[src/rtl/dsm_pkg.sv]
// Shared state encoding and constants for the delta-sigma DAC sequencer.
package dsm_pkg;

    localparam int unsigned StateW = 2;

    typedef enum logic [StateW-1:0] {
        StIdle     = 2'd0,
        StRampUp   = 2'd1,
        StRun      = 2'd2,
        StRampDown = 2'd3
    } dsm_state_e;

    // Most negative two's-complement value for a given sample width.
    function automatic longint dsm_min(input int unsigned width);
        return -(longint'(1) << (width - 1));
    endfunction

endpackage

[src/rtl/dsm_tick_gen.sv]
// Clock divider and OSR counter: modulator strobe plus sample-boundary flag.
module dsm_tick_gen #(
    parameter int unsigned CLK_DIV = 4,
    parameter int unsigned OSR     = 64
) (
    input  logic i_clk,
    input  logic i_rst_n,
    input  logic i_en,
    output logic o_strobe,
    output logic o_boundary
);

    localparam int unsigned DivW = (CLK_DIV > 1) ? $clog2(CLK_DIV) : 1;
    localparam int unsigned OsrW = $clog2(OSR);
    localparam logic [DivW-1:0] DivLast = DivW'(CLK_DIV - 1);
    localparam logic [OsrW-1:0] OsrLast = OsrW'(OSR - 1);
    localparam logic [DivW-1:0] DivOne  = DivW'(1);
    localparam logic [OsrW-1:0] OsrOne  = OsrW'(1);

    logic [DivW-1:0] div_cnt_q, div_cnt_d;
    logic [OsrW-1:0] osr_cnt_q, osr_cnt_d;
    logic            strobe;

    always_comb begin
        strobe    = i_en && (div_cnt_q == DivLast);
        div_cnt_d = div_cnt_q;
        osr_cnt_d = osr_cnt_q;
        if (!i_en) begin
            // Counters parked at zero so the first strobe lands CLK_DIV cycles after enable.
            div_cnt_d = '0;
            osr_cnt_d = '0;
        end else begin
            div_cnt_d = strobe ? '0 : div_cnt_q + DivOne;
            if (strobe) begin
                osr_cnt_d = (osr_cnt_q == OsrLast) ? '0 : osr_cnt_q + OsrOne;
            end
        end
    end

    always_ff @(posedge i_clk or negedge i_rst_n) begin
        if (!i_rst_n) begin
            div_cnt_q <= '0;
            osr_cnt_q <= '0;
        end else begin
            div_cnt_q <= div_cnt_d;
            osr_cnt_q <= osr_cnt_d;
        end
    end

    assign o_strobe   = strobe;
    assign o_boundary = strobe && (osr_cnt_q == OsrLast);

endmodule

[src/rtl/dsm_dac_ctrl.sv]
// Delta-sigma DAC sequencer: strobe pacing, one-entry sample holding register and
// pop-free ramps between full-scale-negative and zero on start/stop.
module dsm_dac_ctrl
    import dsm_pkg::*;
#(
    parameter int unsigned DATA_WIDTH = 16,
    parameter int unsigned CLK_DIV    = 4,
    parameter int unsigned OSR        = 64,
    parameter int unsigned RAMP_STEP  = 256
) (
    input  logic                         i_clk,
    input  logic                         i_rst_n,
    input  logic                         i_start,
    input  logic                         i_stop,
    input  logic signed [DATA_WIDTH-1:0] i_s_data,
    input  logic                         i_s_valid,
    output logic                         o_s_ready,
    input  logic                         i_clr_underrun,
    output logic                         o_dsm_en,
    output logic signed [DATA_WIDTH-1:0] o_dsm_data,
    output logic                         o_underrun,
    output logic                         o_busy
);

    localparam int unsigned ExtW = DATA_WIDTH + 1;
    localparam logic signed [DATA_WIDTH-1:0] MinVal  = DATA_WIDTH'(dsm_min(DATA_WIDTH));
    localparam logic signed [ExtW-1:0]       MinExt  = ExtW'(dsm_min(DATA_WIDTH));
    localparam logic signed [ExtW-1:0]       StepExt = ExtW'(RAMP_STEP);

    dsm_state_e state_q, state_d;

    logic signed [DATA_WIDTH-1:0] data_q, data_d;
    logic signed [DATA_WIDTH-1:0] hold_data_q, hold_data_d;
    logic                         hold_valid_q, hold_valid_d;
    logic                         underrun_q, underrun_d;
    logic                         busy_q, busy_d;

    logic                   tick_en;
    logic                   strobe;
    logic                   boundary;
    logic                   ready;
    logic                   accept;
    logic signed [ExtW-1:0] data_ext;
    logic signed [ExtW-1:0] up_sum;
    logic signed [ExtW-1:0] dn_diff;

    assign tick_en = (state_q != StIdle);

    dsm_tick_gen #(
        .CLK_DIV (CLK_DIV),
        .OSR     (OSR)
    ) u_tick_gen (
        .i_clk      (i_clk),
        .i_rst_n    (i_rst_n),
        .i_en       (tick_en),
        .o_strobe   (strobe),
        .o_boundary (boundary)
    );

    assign ready  = (state_q != StIdle) && !hold_valid_q;
    assign accept = i_s_valid && ready;

    // One extra bit keeps the ramp sums free of overflow before clamping.
    always_comb begin
        data_ext = {data_q[DATA_WIDTH-1], data_q};
        up_sum   = data_ext + StepExt;
        dn_diff  = data_ext - StepExt;
    end

    always_comb begin
        state_d      = state_q;
        data_d       = data_q;
        hold_data_d  = hold_data_q;
        hold_valid_d = hold_valid_q;
        underrun_d   = underrun_q;

        if (i_clr_underrun) begin
            underrun_d = 1'b0;
        end

        // Ready is low whenever a boundary could consume the register, so no collision.
        if (accept) begin
            hold_data_d  = i_s_data;
            hold_valid_d = 1'b1;
        end

        unique case (state_q)
            StIdle: begin
                data_d       = MinVal;
                hold_valid_d = 1'b0;
                if (i_start) begin
                    state_d = StRampUp;
                end
            end

            StRampUp: begin
                if (i_stop) begin
                    state_d = StRampDown;
                end else if (boundary) begin
                    if (!up_sum[ExtW-1]) begin
                        data_d  = '0;
                        state_d = StRun;
                    end else begin
                        data_d = up_sum[DATA_WIDTH-1:0];
                    end
                end
            end

            StRun: begin
                if (i_stop) begin
                    state_d = StRampDown;
                end else if (boundary) begin
                    if (hold_valid_q) begin
                        data_d       = hold_data_q;
                        hold_valid_d = 1'b0;
                    end else begin
                        underrun_d = 1'b1;
                    end
                end
            end

            StRampDown: begin
                if (boundary) begin
                    if (dn_diff <= MinExt) begin
                        data_d       = MinVal;
                        hold_valid_d = 1'b0;
                        state_d      = StIdle;
                    end else begin
                        data_d = dn_diff[DATA_WIDTH-1:0];
                    end
                end
            end

            default: begin
                state_d = StIdle;
            end
        endcase

        busy_d = (state_d != StIdle);
    end

    always_ff @(posedge i_clk or negedge i_rst_n) begin
        if (!i_rst_n) begin
            state_q      <= StIdle;
            data_q       <= MinVal;
            hold_data_q  <= '0;
            hold_valid_q <= 1'b0;
            underrun_q   <= 1'b0;
            busy_q       <= 1'b0;
        end else begin
            state_q      <= state_d;
            data_q       <= data_d;
            hold_data_q  <= hold_data_d;
            hold_valid_q <= hold_valid_d;
            underrun_q   <= underrun_d;
            busy_q       <= busy_d;
        end
    end

    assign o_s_ready  = ready;
    assign o_dsm_en   = strobe;
    assign o_dsm_data = data_q;
    assign o_underrun = underrun_q;
    assign o_busy     = busy_q;

endmodule
[config.mk]
export PLATFORM = sky130hd
export DESIGN_NAME = dsm_dac_ctrl
export DESIGN_NICKNAME = d
export VERILOG_FILES = /design/src/rtl/dsm_pkg.sv /design/src/rtl/dsm_tick_gen.sv /design/src/rtl/dsm_dac_ctrl.sv
export SDC_FILE = /design/constraint.sdc
export NUM_CORES = 1
export LEC_CHECK = 0
export CAP_MARGIN = 5
export CORE_MARGIN = 2
export CORE_UTILIZATION = 25
export DETAILED_ROUTE_END_ITERATION = 16
export HOLD_SLACK_MARGIN = 0.02
export PLACE_DENSITY_LB_ADDON = 0.08
export SLEW_MARGIN = 20
export SYNTH_ARGS = -nofsm -noshare
export SYNTH_HDL_FRONTEND = slang
export SYNTH_HIERARCHICAL = 1
export SYNTH_SLANG_ARGS = --single-unit
[constraint.sdc]
create_clock -name i_clk -period 2.7 [get_ports i_clk]
set_input_delay 0.54 -clock i_clk [delete_from_list [all_inputs] [get_ports i_clk]]
set_output_delay 0.54 -clock i_clk [all_outputs]
set_load 0.02 [all_outputs]
# Yosys cells after proc, flatten, opt, wreduce, memory -nomap -nowiden
# Index checks and enable logic that the tools add are counted.
# word_totals
register_bits,45
input_bits,22
out_inout_bits,20
word_cells,68
# classes
add_sub_neg,4
n_lt_le_gt_ge,1
eq_ne,12
muxes,34
reduce_logical,9
# ops
operator,count
two-way mux 16 bit,8
one-hot mux 16 bit (4 select lines),1
two-way mux 2 bit,9
two-way mux 6 bit,3
adder 16 x 10 -> 17 bit (second input constant),1
less-or-equal comparator 17 x 16 -> 1 bit (second input constant),1
subtractor 16 x 10 -> 17 bit (second input constant),1
!= test 2 bit (second input constant),7
two-way mux 1 bit,11
one-hot mux 2 bit (4 select lines),1
adder 6 x 1 -> 6 bit (second input constant),1
== test 2 bit (second input constant),3
== test 6 bit (second input constant),1
AND reduction 6 bit,1
logical AND 1 bit,4
nonzero test 2 bit,2
one-hot mux 1 bit (3 select lines),1
adder 2 x 1 -> 2 bit (second input constant),1
== test 2 x 1 -> 1 bit (second input constant),1
zero test 2 bit,1
zero test 1 bit,1

# Longest topological paths before layout
# depth
depth_word,8
mapped_depth,12
depth_no_buf,10

# Modules after synthesis
# Netlist, hierarchy kept.
# modules_own_cells
mod,instances,cells_each,area_per_inst_um2,seq_area_each_um2
dsm_dac_ctrl,1,201,2112.0,927.1
dsm_tick_gen,1,40,427.9,200.2

# Worst setup path after synthesis
# No wires, ideal clock.
# synth_path
kind,register to register
start,register state_q[0]
end,"register data_q[11], in the netlist o_dsm_data[11]"
setup_ns,0.123
arrival_ns,2.134
required_time_ns,2.577
setup_slack_ns,0.443
stages_incl_launch_ff,12
path_buffers,1
period_less_slack_ns,2.257
cell_sequence,dfrtp_1 buf_2 nor2_1 inv_1 nand2_1 nor2_1 nand2b_1 a21oi_1 nor2_1 a221o_1 o21a_1 o221a_2
# synth_via
elab_chain_len,5
word_cells_on_any_way,15
cone_classes,9 x eq/ne; 1 x mux; 5 x reduce/logical
# synth_lines
element,line_no,text
from (decl),dsm_dac_ctrl.sv:30,"dsm_state_e state_q, state_d;"
from (signal assigned),dsm_dac_ctrl.sv:144,state_q <= StIdle;
from (signal assigned),dsm_dac_ctrl.sv:151,state_q <= state_d;
nonzero test 2 bit (*),dsm_dac_ctrl.sv:47,assign tick_en = (state_q != StIdle);
via tick_en,dsm_dac_ctrl.sv:38,logic tick_en;
logical AND 1 bit (*),dsm_tick_gen.sv:25,strobe = i_en && (div_cnt_q == DivLast);
logical AND 1 bit (*),dsm_tick_gen.sv:51,assign o_boundary = strobe && (osr_cnt_q == OsrLast);
via boundary,dsm_dac_ctrl.sv:40,logic boundary;
!= test 2 bit (no line),n/a,
AND reduction 6 bit (no line) (*),n/a,
to (signal assigned),dsm_dac_ctrl.sv:145,data_q <= MinVal;
to (signal assigned),dsm_dac_ctrl.sv:152,data_q <= data_d;
to (decl),dsm_dac_ctrl.sv:32,"logic signed [DATA_WIDTH-1:0] data_q, data_d;"
# Mark *: on every way through the listed nets, which the timed path passes. The rest lies on a longest branch.
# A chain may end at the register's enable or synchronous reset.

# Worst setup path in the final report
# layout_path
start,"register data_q[8], in the netlist o_dsm_data[8]"
end,"register data_q[0], in the netlist o_dsm_data[0]"
# layout_via
elab_chain_len,5
word_cells_on_any_way,9
cone_classes,2 x add/sub; 1 x order compare; 6 x mux
# layout_lines
element,line_no,text
subtractor 16 x 10 -> 17 bit or adder 16 x 10 -> 17 bit (tied branches),"dsm_dac_ctrl.sv:67, dsm_dac_ctrl.sv:66",
less-or-equal comparator 17 x 16 -> 1 bit or two-way mux 16 bit (tied branches),"dsm_dac_ctrl.sv:124, dsm_dac_ctrl.sv:100",
two-way mux 16 bit (on tied branches),"dsm_dac_ctrl.sv:124, dsm_dac_ctrl.sv:99",
two-way mux 16 bit (on tied branches),"dsm_dac_ctrl.sv:123, dsm_dac_ctrl.sv:97",
one-hot mux 16 bit (4 select lines) (*),dsm_dac_ctrl.sv:87,unique case (state_q)
# Mark *: on every way between the ends. The rest lies on a longest branch, timed or not. The select of a mux whose other input is x is not followed.

==> impl_results.md <==
* Crit Path Category: register to register
* Post-synthesis sequential area ratio at 44.4%
* CTS Buffer Depth at 2
* Top Ports at 42
* Wirelength per Cell at 16.0 um
* Area of the multi-input gates at 1280 um2
* Startpoint types: register
* PortBufs at 41
* Clk_lat worst skew at around 0.31 ns
* Root Driver: clkbuf_8
* Most common cell after layout, fill and taps aside: dfrtp_1
* Final setup violation count at 0
* Die width at 105 um
* RSZ-0062 raised after global routing: false
* Worst setup margin at 0.214 ns
* Clk_skew at 0.0110 ns
* Critical Path RT at 2.89 ns
* Fmax at 402 MHz
* Post-Synthesis Cells at 241
* Critical path capture point type: register
* CTS tree: built
* Reg2Reg Capture Point: o_dsm_data[0]
* First DRT Iteration DRCs at 61
* Mapped cell area at 2540 um2
* Fin nets at 320
* Tmin final at 2.49 ns
* Antenna Nets Post-Route at 0
* Hold crit path type: input port to asynchronous set/reset pin
* Slew HR at between 40% and 50%
* Clk pin slew, worst setup/hold paths at 0.10 ns
* Detailed placer's ending HPWL at 4890 um
* Rows at 36
* Slew @ Worst Pin at 0.838 ns
* Fin crit share at between 90% and 100%
* Maxcap violations at 0
* First-pass GRT wire length at ~11000 um
* Syn_area_per_cell at 10.5 um2
* Most frequent cells in the layout: 43 x dfrtp_1, 40 x clkdlybuf4s50_1, 23 x nand2_1, 17 x inv_1, 17 x mux2_2
* Cts bufs inserted at 5
* Slowest-stage cell, CP: dfrtp_2
* Xor/xnor share of the synthesized area at 3.10%
* Ys async rst share at 100%
* Total gr overflow at 0
* CP peak stage delay at 0.50 ns
* Simple-Gate Fraction of Synth Area at 17.4%
* DR vias at 2000
* Syn Nets at about 270
* Via/cell ratio at 4.68
* Final RePlAce weighted congestion at 0.794
* Max Transition Viols Final at 0
* TritonRoute pass-1 iters at 4
* R2r worst-path depth at 8
* Critical Path, Cell by Cell: inv_1, ha_1, xnor2_1, and4_1, nand4_2, a41oi_4, nand3_4, mux2i_1
* P&R area growth vs syn at 28.0%
* Compound-Gate Fraction of Synth Area at 15.9%
* Ant. Diodes at 0
* Peak supply drop at around 220 uV
* Yosys Warn Count at 6
* Layout cells sized above 1 at between 20% and 30%
* Worst Setup EP: o_dsm_data[0]
* CP Max Fanout at 8
* Die H at 105 um
* Largest net degree at the start of global routing at 35
* Setup Buffers After CTS at 0
* Total Die Area at 11000 um2
* FF-to-FF setup slack at 0.21 ns
* Mux cell area share after synthesis at between 10% and 20%
* Filler Cells Inserted at 1079
* Main flop type after synthesis: dfrtp_1
* Worst reg2reg path startpoint: o_dsm_data[8]
* All-Layer GR Usage at 12.7%
* Initial core utilization at 25.9%
* Post-synth EDFFs at 0
* Largest family of logic cells by synthesized area: simple AND/OR/NAND/NOR gates
* # DRC at 0
* Status: completed
* CTS sink count at between 40 and 50
* Leakage at 1.37 nW
* Initial antenna violation count at 0
* Number of global-route vias before repair at 2050
* Crit path DAT at 2.68 ns
* Synth cell types at 60
* Post-synthesis register bit count at 45
* Total core area at approximately 10000 um2
* H-tree depth at 2
* Synth Area in Adders at 2.46%
* Critical Path Start: o_dsm_data[8]
* Detailed Route WL at 6840 um
* Final Hold Vio Count at 0
* Sequential Area at 1130 um2
* Setup_tns at 0 ns
* DP Worst Slack at 0.0990 ns
* Power Dens Cells at ~680 nW/um2
==> registers in the layout, summed over array words and instances (netlist names) <==
name,flops
state_q,2
u_tick_gen/osr_cnt_q,6
o_dsm_data,16
o_busy,1
u_tick_gen/div_cnt_q,2
hold_valid_q,1
o_underrun,1
hold_data_q,16
==> synthesized netlist by cell type (4+ instances only) <==
master,count,area share (%)
dfrtp_1,44,43
nand2_1,23,3.4
inv_1,17,2.5
mux2_2,17,7.5
o21ai_0,12,2.4
mux2i_1,10,3.9
nor2_1,9,1.3
a21oi_1,8,1.6
xnor2_1,7,2.4
nand3_1,6,1.2
nor3_1,6,1.2
clkbuf_1,5,0.74
ha_1,5,2.5
nor2b_1,5,1.2
and2_1,4,0.99
==> power breakdown <==
part	switching (mW)	internal, mW	total (mW)
sequential	0.183	0.834	1.02
clock	0.263	0.187	0.451
combinational	0.343	0.402	0.745
==> per-stage QoR <==
step	std cells	hold WS [ns]	instance area [um2]	power, mW	utilization (%)
finish	427	0.329	3250	2.21	33.1
global route	427	0.387	3250	2.36	33.1
CTS	427	0.352	3250	2.24	33.1
detailed placement	419	0.432	3150	1.78	32.1
global placement	419	0.431	3150	1.78	32.1
floorplan	241	0.244	2540	1.49	-
==> worst max-delay path, delay by kind of cell, from the launching register on <==
kind	cells	cell delay, ns
mux	1	0.17
flops	1	0.50
simple gates	3	0.67
xor+xnor	1	0.18
fa+ha+maj	1	0.29
compound gates	1	0.45
buf+inv	1	0.09
==> cell families after synthesis <==
kind of cell,count (synthesis)
compound gates,53
xor+xnor,9
fa+ha+maj,5
buf+inv,28
flops,45
mux,27
simple gates,74
==> routing by layer <==
metal | vias up | GRT usage (%) | part of all wire (%)
li1 | 962 | - | -
met1 | 970 | 16.3 | 47
met2 | 52 | 20.5 | 46
met3 | 16 | 2.93 | 4.5
met4 | 0 | 5.71 | 3.3
met5 | - | 0 | 0
==> how the worst min path moves through the flow <==
stage                                 start                       to  depth (start not counted)
floorplan                           i_rst_n           hold_data_q[0]                          0
global placement    u_tick_gen/div_cnt_q[0]  u_tick_gen/div_cnt_q[0]                          1
detailed placement  u_tick_gen/div_cnt_q[0]  u_tick_gen/div_cnt_q[0]                          1
CTS                                 i_rst_n           hold_data_q[0]                          1
global route                        i_rst_n           hold_data_q[9]                          1
finish                              i_rst_n           hold_data_q[0]                          1
==> final cells by class <==
| cell class | instances | area share, % |
|---|---|---|
| Clock buffer | 5 | 2.12 |
| Clock inverter | 3 | 0.770 |
| Inverter | 17 | 1.96 |
| Multi-Input combinational cell | 168 | 39.4 |
| Sequential cell | 45 | 34.7 |
| Tap cell | 133 | 5.12 |
| Timing Repair Buffer | 56 | 15.9 |
==> timing repair <==
action	in CTS	in global routing
hold buffers	0	0
resized for setup	0	2
setup endpoints to repair	0	9
No activity file was read; power rests on OpenSTA's default activity.
